===== config.mk =====
export PLATFORM = sky130hd
export DESIGN_NAME = binary_tree_split_ctrl
export DESIGN_NICKNAME = d
export VERILOG_FILES = /design/src/rtl/binary_tree_pkg.sv /design/src/rtl/binary_tree_path_dec.sv /design/src/rtl/binary_tree_split_ctrl.sv
export SDC_FILE = /design/constraint.sdc
export NUM_CORES = 1
export LEC_CHECK = 0
export ABC_CLOCK_PERIOD_IN_PS = 12450
export CAP_MARGIN = 25
export CELL_PAD_IN_SITES_DETAIL_PLACEMENT = 0
export CELL_PAD_IN_SITES_GLOBAL_PLACEMENT = 2
export CORE_MARGIN = 5
export CORE_UTILIZATION = 30
export CTS_BUF_LIST = sky130_fd_sc_hd__clkbuf_16
export DETAILED_ROUTE_END_ITERATION = 8
export GPL_TIMING_DRIVEN = 0
export PLACE_DENSITY = 0.68
export SYNTH_ARGS = -nofsm -noshare
export SYNTH_HDL_FRONTEND = slang
export SYNTH_HIERARCHICAL = 1
export SYNTH_SLANG_ARGS = --single-unit

===== constraint.sdc =====
create_clock -name clk -period 12.45 [get_ports clk]
set_input_delay 2.49 -clock clk [delete_from_list [all_inputs] [get_ports clk]]
set_output_delay 2.49 -clock clk [all_outputs]
set_load 0.005 [all_outputs]

===== src/rtl/binary_tree_pkg.sv =====
// ---------------------------------------------------------------------------
// binary_tree_pkg
//
// Purpose:
//   Shared definitions for the binary splitter-tree valve sequencer:
//   the sequencer state encoding and the heap-order helpers that relate a
//   tree depth to its internal node count and a parent node to its children.
//
// Contents:
//   state_e     - sequencer states (IDLE, OPEN, HOLD, CLOSE)
//   childIndex  - heap index of the a-side (side=0) or b-side (side=1) child
//   nodeCount   - number of internal (valve-carrying) nodes for a depth
// ---------------------------------------------------------------------------
package binary_tree_pkg;

    // Sequencer states. IDLE is the only state that accepts a new request.
    typedef enum logic [1:0] {
        IDLE  = 2'd0,
        OPEN  = 2'd1,
        HOLD  = 2'd2,
        CLOSE = 2'd3
    } state_e;

    // Heap numbering: root is 0, children of node i are 2i+1 (a) and 2i+2 (b).
    function automatic int childIndex(input int parent, input logic side);
        return (2 * parent) + 1 + (side ? 1 : 0);
    endfunction

    // A depth-d tree has 2**d outlets and 2**d - 1 internal branch nodes.
    function automatic int nodeCount(input int depth);
        return (1 << depth) - 1;
    endfunction

endpackage


===== src/rtl/binary_tree_path_dec.sv =====
// ---------------------------------------------------------------------------
// binary_tree_path_dec
//
// Purpose:
//   Combinational root-to-leaf path decoder. For a destination outlet and a
//   tree level it returns the heap index of the path node at that level and
//   which branch (a = 0, b = 1) of that node leads toward the outlet.
//
// Ports:
//   dest_i   [DEPTH-1:0]  outlet index, MSB selects the branch at the root
//   level_i  [LVL_W-1:0]  tree level to decode (0 = root)
//   node_o   [NODE_W-1:0] heap index of the path node at level_i
//   side_o                branch taken at that node (0 = a, 1 = b)
//
//   Results are only meaningful for level_i < DEPTH.
// ---------------------------------------------------------------------------
module binary_tree_path_dec
    import binary_tree_pkg::*;
#(
    parameter int DEPTH  = 5,
    parameter int LVL_W  = $clog2(DEPTH + 1),
    parameter int NODE_W = DEPTH
)(
    input  logic [DEPTH-1:0]  dest_i,
    input  logic [LVL_W-1:0]  level_i,
    output logic [NODE_W-1:0] node_o,
    output logic              side_o
);

    int nodeIdx;

    // Walk down from the root, taking the branch named by each destination
    // bit above the requested level. The bit at the requested level itself
    // is the branch to open at that node.
    always_comb begin
        nodeIdx = 0;
        side_o  = 1'b0;
        for (int k = 0; k < DEPTH; k++) begin
            if (k == int'(level_i)) begin
                side_o = dest_i[DEPTH-1-k];
            end
            if (k < int'(level_i)) begin
                nodeIdx = childIndex(nodeIdx, dest_i[DEPTH-1-k]);
            end
        end
        node_o = NODE_W'(nodeIdx);
    end

endmodule


===== src/rtl/binary_tree_split_ctrl.sv =====
// ---------------------------------------------------------------------------
// binary_tree_split_ctrl
//
// Purpose:
//   Valve sequencer for a depth-DEPTH binary splitter tree. A request routes
//   the source fluid to one of 2**DEPTH outlets: the branch valves along the
//   root-to-leaf path are opened one level at a time with SETTLE_CYC-cycle
//   gaps, the full path is held open for req_hold cycles, then every valve is
//   closed and, after a further SETTLE_CYC cycles, done pulses.
//
// Ports:
//   clk        rising-edge clock
//   rst        asynchronous active-high reset, closes all valves at once
//   req_valid  request present
//   req_ready  high only in IDLE; accept = req_valid && req_ready
//   req_dest   outlet index, MSB picks the branch at the root
//   req_hold   cycles the complete path stays open
//   abort      early close while opening or holding
//   valve_a    per heap node: a-side (left) valve open
//   valve_b    per heap node: b-side (right) valve open
//   busy       high whenever not IDLE
//   done       one-cycle pulse in the first IDLE cycle after a close
// ---------------------------------------------------------------------------
module binary_tree_split_ctrl
    import binary_tree_pkg::*;
#(
    parameter int DEPTH      = 5,
    parameter int SETTLE_CYC = 4,
    parameter int HOLD_W     = 16
)(
    input  logic                    clk,
    input  logic                    rst,
    input  logic                    req_valid,
    output logic                    req_ready,
    input  logic [DEPTH-1:0]        req_dest,
    input  logic [HOLD_W-1:0]       req_hold,
    input  logic                    abort,
    output logic [(2**DEPTH)-2:0]   valve_a,
    output logic [(2**DEPTH)-2:0]   valve_b,
    output logic                    busy,
    output logic                    done
);

    localparam int N_NODES = nodeCount(DEPTH);
    localparam int SET_W   = $clog2(SETTLE_CYC + 1);
    localparam int LVL_W   = $clog2(DEPTH + 1);
    localparam int NODE_W  = DEPTH;

    // Settle counters count down from S-1 so a phase lasts exactly S cycles.
    localparam logic [SET_W-1:0] SETTLE_LOAD = SET_W'(SETTLE_CYC - 1);
    localparam logic [LVL_W-1:0] LAST_LEVEL  = LVL_W'(DEPTH - 1);

    state_e               state_q,     state_d;
    logic [LVL_W-1:0]     level_q,     level_d;
    logic [SET_W-1:0]     settleCnt_q, settleCnt_d;
    logic [HOLD_W-1:0]    holdCnt_q,   holdCnt_d;
    logic [DEPTH-1:0]     dest_q,      dest_d;
    logic [HOLD_W-1:0]    hold_q,      hold_d;
    logic [N_NODES-1:0]   valveA_q,    valveA_d;
    logic [N_NODES-1:0]   valveB_q,    valveB_d;
    logic                 done_q,      done_d;

    logic [DEPTH-1:0]     decDest;
    logic [LVL_W-1:0]     decLevel;
    logic [NODE_W-1:0]    decNode;
    logic                 decSide;
    logic [N_NODES-1:0]   nodeMask;
    logic [N_NODES-1:0]   openA;
    logic [N_NODES-1:0]   openB;

    // The single path decoder always looks one step ahead: in IDLE it decodes
    // level 0 of the incoming request so the root valve can open on the
    // accept edge; otherwise it decodes the next level of the captured path.
    always_comb begin
        if (state_q == IDLE) begin
            decDest  = req_dest;
            decLevel = '0;
        end else begin
            decDest  = dest_q;
            decLevel = level_q + LVL_W'(1);
        end
    end

    binary_tree_path_dec #(
        .DEPTH  (DEPTH),
        .LVL_W  (LVL_W),
        .NODE_W (NODE_W)
    ) u_pathDec (
        .dest_i  (decDest),
        .level_i (decLevel),
        .node_o  (decNode),
        .side_o  (decSide)
    );

    // One-hot valve set for the decoded node, split onto the a or b bank.
    always_comb begin
        nodeMask = N_NODES'(1) << decNode;
        openA    = decSide ? '0 : nodeMask;
        openB    = decSide ? nodeMask : '0;
    end

    // State register. Reset closes every valve immediately and suppresses
    // any pending done pulse.
    always_ff @(posedge clk or posedge rst) begin
        if (rst) begin
            state_q     <= IDLE;
            level_q     <= '0;
            settleCnt_q <= '0;
            holdCnt_q   <= '0;
            dest_q      <= '0;
            hold_q      <= '0;
            valveA_q    <= '0;
            valveB_q    <= '0;
            done_q      <= 1'b0;
        end else begin
            state_q     <= state_d;
            level_q     <= level_d;
            settleCnt_q <= settleCnt_d;
            holdCnt_q   <= holdCnt_d;
            dest_q      <= dest_d;
            hold_q      <= hold_d;
            valveA_q    <= valveA_d;
            valveB_q    <= valveB_d;
            done_q      <= done_d;
        end
    end

    // Next-state logic. Valves only ever accumulate while opening and are
    // cleared together on the transition into CLOSE, so the outputs always
    // show a prefix of the path with at most one valve per node.
    always_comb begin
        state_d     = state_q;
        level_d     = level_q;
        settleCnt_d = settleCnt_q;
        holdCnt_d   = holdCnt_q;
        dest_d      = dest_q;
        hold_d      = hold_q;
        valveA_d    = valveA_q;
        valveB_d    = valveB_q;
        done_d      = 1'b0;

        case (state_q)
            // Accept opens the root valve right away; abort is ignored here,
            // including in the accept cycle.
            IDLE: begin
                if (req_valid) begin
                    state_d     = OPEN;
                    level_d     = '0;
                    settleCnt_d = SETTLE_LOAD;
                    dest_d      = req_dest;
                    hold_d      = req_hold;
                    valveA_d    = openA;
                    valveB_d    = openB;
                end
            end

            // Each level settles for SETTLE_CYC cycles before the next level
            // opens. A zero hold time skips HOLD entirely.
            OPEN: begin
                if (abort) begin
                    state_d     = CLOSE;
                    settleCnt_d = SETTLE_LOAD;
                    valveA_d    = '0;
                    valveB_d    = '0;
                end else if (settleCnt_q == '0) begin
                    if (level_q == LAST_LEVEL) begin
                        if (hold_q == '0) begin
                            state_d     = CLOSE;
                            settleCnt_d = SETTLE_LOAD;
                            valveA_d    = '0;
                            valveB_d    = '0;
                        end else begin
                            state_d   = HOLD;
                            holdCnt_d = hold_q - HOLD_W'(1);
                        end
                    end else begin
                        level_d     = level_q + LVL_W'(1);
                        settleCnt_d = SETTLE_LOAD;
                        valveA_d    = valveA_q | openA;
                        valveB_d    = valveB_q | openB;
                    end
                end else begin
                    settleCnt_d = settleCnt_q - SET_W'(1);
                end
            end

            // Full path open for exactly hold_q cycles.
            HOLD: begin
                if (abort || (holdCnt_q == '0)) begin
                    state_d     = CLOSE;
                    settleCnt_d = SETTLE_LOAD;
                    valveA_d    = '0;
                    valveB_d    = '0;
                end else begin
                    holdCnt_d = holdCnt_q - HOLD_W'(1);
                end
            end

            // Valves already closed; wait for the tree to settle, then report.
            CLOSE: begin
                if (settleCnt_q == '0) begin
                    state_d = IDLE;
                    done_d  = 1'b1;
                end else begin
                    settleCnt_d = settleCnt_q - SET_W'(1);
                end
            end

            default: begin
                state_d  = IDLE;
                valveA_d = '0;
                valveB_d = '0;
            end
        endcase
    end

    assign req_ready = (state_q == IDLE);
    assign busy      = (state_q != IDLE);
    assign done      = done_q;
    assign valve_a   = valveA_q;
    assign valve_b   = valveB_q;

endmodule

# Word-level counts from Yosys, hierarchy flattened
# Index checks and enable logic that the tools add are counted.
# classes
add_sub_neg	13
n_lt_le_gt_ge	5
n_eq_ne	22
shifts	1
muxes	60
n_bitwise	2
reduce_logical	16
# ops
operator	n
$mux W31	12
$pmux W31 S3	2
$mux W16	5
$or A31 B31 Y31	2
$mux W3	12
$logic_not A16 Y1	2
$pmux W16 S2	1
$sub A16 B1 Y16 const B	2
$shl A1 B5 Y31 const A	1
$mux W5	5
$ne A2 B2 Y1 const B	10
$add A5 B2 Y5	3
$add A5 B2 Y5 const B	3
$reduce_and A5 Y1	3
$mux W2	7
$mux W1	13
$pmux W3 S4	1
$eq A3 B3 Y1 const A	3
$pmux W2 S4	1
$logic_not A3 Y1	2
$lt A1 B3 Y1 const A	2
$lt A2 B3 Y1 const A	2
$ne A3 B3 Y1 const B	2
$pmux W3 S2	1
19 further kinds	22
# totals
reg_bits	108
input_bits	25
word_cells	128

# Depth between registers and ports, before layout
# logic_depth
ltp_word	24
ltp_mapped	18
mapped_depth_nobuf	15

# Modules after synthesis
# Netlist, hierarchy kept.
# by_module_without_submodules
module	instances	cells_each	area_per_inst_um2	seq_area_each_um2
binary_tree_split_ctrl	1	478	5342.6	2702.6
binary_tree_path_dec	1	69	540.5	0.0

# Worst setup path after synthesis
# Ideal clock, no wire load.
# synth_path
kind	input to register
start	in req_dest[4]
end	reg valveB_q[30], in the netlist valve_b[30]
setup_ns	0.078
t_arrival_ns	5.753
required_time_ns	12.372
setup_slack_ns	6.619
path_stages	13
path_buffers	1
cell_sequence	mux2_2 > or4b_4 > o21ai_0 > ha_1 > xnor2_1 > or3_1 > a311oi_1 > xor3_1 > a311oi_1 > nand2_1 > or4_1 > clkbuf_2 > o2bb2ai_1
# synth_via
elab_chain_len	23
word_cells_on_any_way	29
cone_classes	add/sub: 9; shift: 1; mux: 18; bitwise: 1
# synth_rtl
element	line_no	text
start, declared	binary_tree_split_ctrl.sv:35	input logic [DEPTH-1:0] req_dest,
$mux W5 (*)	binary_tree_split_ctrl.sv:75	if (state_q == IDLE) begin
$mux W1 (*)	binary_tree_pkg.sv:26	return (2 * parent) + 1 + (side ? 1 : 0);
$add A1 B1 Y2 (*)	binary_tree_pkg.sv:26	
$mux W2 (*)	binary_tree_path_dec.sv:42	if (k < int'(level_i)) begin
$add A3 B1 Y4	binary_tree_pkg.sv:26	
$add A5 B2 Y5	binary_tree_pkg.sv:26	
$mux W5 (*)	binary_tree_path_dec.sv:42	
$add A5 B2 Y5 (2 in series)	binary_tree_pkg.sv:26	
[7 not listed]	-	
net decNode[4]	binary_tree_split_ctrl.sv:65	logic [NODE_W-1:0] decNode;
$shl A1 B5 Y31 (*)	binary_tree_split_ctrl.sv:97	nodeMask = N_NODES'(1) << decNode;
$mux W31 (*)	binary_tree_split_ctrl.sv:99	openB = decSide ? nodeMask : '0;
$or A31 B31 Y31	binary_tree_split_ctrl.sv:180	valveB_d = valveB_q | openB;
$mux W31	binary_tree_split_ctrl.sv:166	if (level_q == LAST_LEVEL) begin
$mux W31	binary_tree_split_ctrl.sv:165	end else if (settleCnt_q == '0) begin
$mux W31	binary_tree_split_ctrl.sv:160	if (abort) begin
$pmux W31 S3 (*)	binary_tree_split_ctrl.sv:142	case (state_q)
end signal, assigned	binary_tree_split_ctrl.sv:123	valveB_q <= valveB_d;
end, declared	binary_tree_split_ctrl.sv:60	logic [N_NODES-1:0] valveB_q, valveB_d;
# Mark *: on every way through the listed nets, which the timed path passes. The rest lies on a longest branch. The select of a mux whose other input is x is not followed.
# A chain may end at the register's enable or synchronous reset.

# Worst setup path after layout
# layout_path
start	in req_dest[4]
end	reg valveA_q[28], in the netlist valve_a[28]
# layout_via
elab_chain_len	23
word_cells_on_any_way	29
cone_classes	add/sub: 9; shift: 1; mux: 18; bitwise: 1
# layout_rtl
element	line_no	text
$mux W5 (*)	binary_tree_split_ctrl.sv:75	
net decDest[4]	binary_tree_split_ctrl.sv:63	logic [DEPTH-1:0] decDest;
$mux W1 (*)	binary_tree_pkg.sv:26	
$add A1 B1 Y2 (*)	binary_tree_pkg.sv:26	
$mux W2 (*)	binary_tree_path_dec.sv:42	
$add A3 B1 Y4	binary_tree_pkg.sv:26	
$add A5 B2 Y5	binary_tree_pkg.sv:26	
$mux W5 (*)	binary_tree_path_dec.sv:42	
[9 not listed]	-	
net decNode[4]	binary_tree_split_ctrl.sv:65	
$shl A1 B5 Y31 (*)	binary_tree_split_ctrl.sv:97	
$mux W31 (*)	binary_tree_split_ctrl.sv:98	openA = decSide ? '0 : nodeMask;
$or A31 B31 Y31	binary_tree_split_ctrl.sv:179	valveA_d = valveA_q | openA;
$mux W31	binary_tree_split_ctrl.sv:166	
$mux W31	binary_tree_split_ctrl.sv:165	
$mux W31	binary_tree_split_ctrl.sv:160	
$pmux W31 S3 (*)	binary_tree_split_ctrl.sv:142	
end signal, assigned	binary_tree_split_ctrl.sv:122	valveA_q <= valveA_d;
end, declared	binary_tree_split_ctrl.sv:59	logic [N_NODES-1:0] valveA_q, valveA_d;
# Marked as above.

==> key figures <==
Timing
  – Final min period: around 6.5 ns
  – Final Setup Violations: 0
  – Final hold vios: 0
  – Period utilisation layout: 0.524
  – Final hold slack: 0.494 ns
  – Pin slew with the least headroom to its limit: 0.873 ns
  – Final setup TNS: 0 ns
  – Max_slew headroom: 0.417
  – Max Fclk: between 150 and 200 MHz
  – RSZ-0062 raised after global routing: no
  – Layout Skew: ~0.013 ns
  – Final Max Slew Viols: 0

Final layout
  – Post-layout instance area: roughly 7400 um2
  – # diodes: 0
  – Fin cells: just over 900
  – Final core occ: 0.383
  – Fraction of layout cells with a size suffix above 1: 0.129
  – FILL cells: about 1900
  – Area grow syn2layout: 26.3%
  – Nets: just under 700

Global routing
  – Largest net degree at the start of global routing: 66
  – First-pass GRT wire length: between 20000 and 30000 um
  – Initial antenna violation count: 0
  – Vias in the first global route: 4883
  – GRT Total Usage: 0.155
  – Global route overflow: 0

Routing
  – Final wirelength: 17200 um
  – WL per Instance: approximately 19 um
  – Post-route DRC: 0
  – Post-route antenna net violation count: 0
  – Detailed Route Iter0 Violations: around 270
  – DR pass1 iterations: 5
  – Vias per std cell: roughly 5.2
  – Vias: around 4800

Setup path
  – Crit path capture type: flip-flop
  – Critical-path cell list: clkdlybuf4s50_1 > mux2_2 > or4b_4 > o21ai_0 > ha_1 > mux2_1 > a221oi_1 > a311oi_1 > xor3_1 > a311oi_1 > nand2b_1 > or4_1 > clkbuf_2 > o2bb2ai_1
  – Kind of critical path: input pin to flip-flop
  – Crit path max fanout: 7
  – Top cell by count, worst path: a311oi_1
  – Worst Setup Start Kind: input pin
  – Worst EP required: 12.73 ns
  – Arrival @ worst endpoint: 6.80 ns
  – Crit path max-delay cell type: a311oi_1
  – Max incr delay on CP: 0.56 ns

Placement
  – DP Cell Count: approximately 900
  – Hpwl dp: about 13000 um
  – Port Buf Inserts: 89
  – DP Area: just over 7000 um2
  – RePlAce Congestion: about 0.84

Floorplan
  – Starting density of the core: 0.303
  – Cell row count: 51
  – Num ports: 90
  – Die span in x: 150 um
  – Die Span Y: around 150 um
  – DIE AREA: between 20000 and 25000 um2
  – Core area: 19400 um2

Clock tree
  – Worst skew pair latency: 0.35 ns
  – Setup Buffers After CTS: 0
  – Hold_buf cts: 0
  – Cts bufs inserted: 9
  – Post-CTS Resized: 0
  – H-tree Lvls: 3
  – Clock-pin slew on the worst setup and hold paths: 0.08 ns
  – Root Driver: clkbuf_16
  – Max Root-Sink Buffers: 2
  – CTS tree: done
  – Clock Sinks: between 100 and 150

Power
  – Seq pwr share: 0.279
  – Internal power: ~1.0 mW
  – Comb power frac: 0.569
  – VDD IR-drop max: around 0.00015 V
  – Cell Pwr Density: 256 nW/um2
  – Clock share of power: 0.152
  – Sw Share: 0.468
  – Net load switching power: around 900 uW
  – P_leak: approximately 3 nW

Logic synthesis
  – Post-synth EDFFs: 0
  – Yosys warns: 6
  – Yosys top cell area share: 0.459
  – Part of the Yosys area used for sequential elements: 0.459
  – Gate Count Post-Synth: approximately 550
  – Predominant post-synthesis flop cell: dfrtp_1
  – Syn nets: ~590
  – Syn Std Cell Area: around 5900 um2
  – Fraction of registers with async set/reset: 1.00
  – Area contributors post-synth: dfrtp_1 46%, mux2_2 5.7%, a22o_1 4.9%
  – Yosys top cell by area: dfrtp_1
  – Synthesized flop and latch total: roughly 110
  – Synth unique cells: 72
  – Avg Cell Area, Syn: about 11 um2

Min path
  – Hold Crit Class: flip-flop to flip-flop

Status
  – Status: finished, final reports clean

Run
  – Max Cap Viol: 0
==> placed cells by master (no fill, tap or decap), types with 18 or more instances in the layout <==
master / instances
dfrtp_1: 108
clkdlybuf4s50_1: 89
nand2_1: 35
nor2_1: 35
a22o_1: 33
mux2_2: 30
o2bb2ai_1: 29
a21oi_1: 21
o21ai_0: 20
inv_1: 18
==> cells in the mapped netlist (9+ instances only) <==
library cell  number
a211oi_1           9
a21oi_1           21
a22o_1            33
clkbuf_1          12
dfrtp_1          108
ha_1              13
inv_1             19
mux2_2            30
nand2_1           35
nand2b_1           9
nor2_1            35
nor3_1            13
o21ai_0           20
o2bb2ai_1         29
xnor2_1           11
==> worst max-delay path, delay by kind of cell <==
family	cells	cell delay (ns)
adders and majority gates	1	0.30
buffers and inverters	2	0.63
and+or+nand+nor	3	1.19
xor gates and xnor gates	1	0.20
muxes	2	0.64
AOI/OAI and AO/OA	5	1.34
==> state kept, by name, summed over array words and instances (netlist names) <==
register and flops:
valve_a 31, holdCnt_q 16, valve_b 31, hold_q 16, settleCnt_q 3, done 1
dest_q 5, level_q 3, state_q 2
==> per-layer routing <==
layer	GRT usage	wire length (um)
met1	0.206	7910
met2	0.260	8440
met5	0	0
met3	0.0279	568
met4	0.0412	240
==> metrics by stage <==
| step | total power, mW | worst slack, ns |
|---|---|---|
| 3_3_place_gp | 1.60 | 5.36 |
| 4_1_cts | 1.92 | 5.95 |
| 5_1_grt | 2.05 | 5.61 |
| 2_1_floorplan | 1.30 | 6.62 |
| 6_report | 1.90 | 5.93 |
| 3_5_place_dp | 1.62 | 5.59 |
==> power groups by stage <==
stage | combinational (mW) | clock (mW) | sequential, mW
floorplan | 0.794 | 0 | 0.506
global placement | 1.07 | 0 | 0.535
detailed placement | 1.08 | 0 | 0.536
CTS | 1.09 | 0.300 | 0.530
global route | 1.19 | 0.313 | 0.544
finish | 1.08 | 0.289 | 0.529
==> cell type report <==
class / count / area (um2) / share of cell area
Buffer: 29 / 165 / 0.0222
Clock buffer: 9 / 225 / 0.0303
Clock inverter: 7 / 68.8 / 0.00926
Inverter: 19 / 73.8 / 0.00994
Multi-Input combinational cell: 391 / 2940 / 0.396
Sequential cell: 108 / 2700 / 0.364
Tap cell: 265 / 332 / 0.0446
Timing Repair Buffer: 90 / 918 / 0.124
==> cells by family after synthesis <==
family / count (synthesis) / share of synthesized area
compound gates: 159 / 0.208
xor+xnor: 15 / 0.0249
fa+ha+maj: 13 / 0.0276
buf+inv: 48 / 0.0402
flops: 108 / 0.459
mux: 40 / 0.0768
simple gates: 164 / 0.163
==> path summary, 6_finish.rpt <==
kind / start / end / slack (ns) / cells past startpoint
max: req_dest[4] / valve_a[28]$_DFFE_PP0P_ / 5.93 / 14
min: valve_b[14]$_DFFE_PP0P_ / valve_b[14]$_DFFE_PP0P_ / 0.49 / 1
max reg2reg: state_q[0]$_DFFE_PP0P_ / valve_a[28]$_DFFE_PP0P_ / 7.16 / 16
min reg2reg: valve_b[14]$_DFFE_PP0P_ / valve_b[14]$_DFFE_PP0P_ / 0.49 / 1
max in group asynchronous: rst / settleCnt_q[2]$_DFFE_PP0P_ / 9.07 / 3
min in group asynchronous: rst / valve_b[2]$_DFFE_PP0P_ / 2.66 / 2
Power figures use the tool's default switching activity.
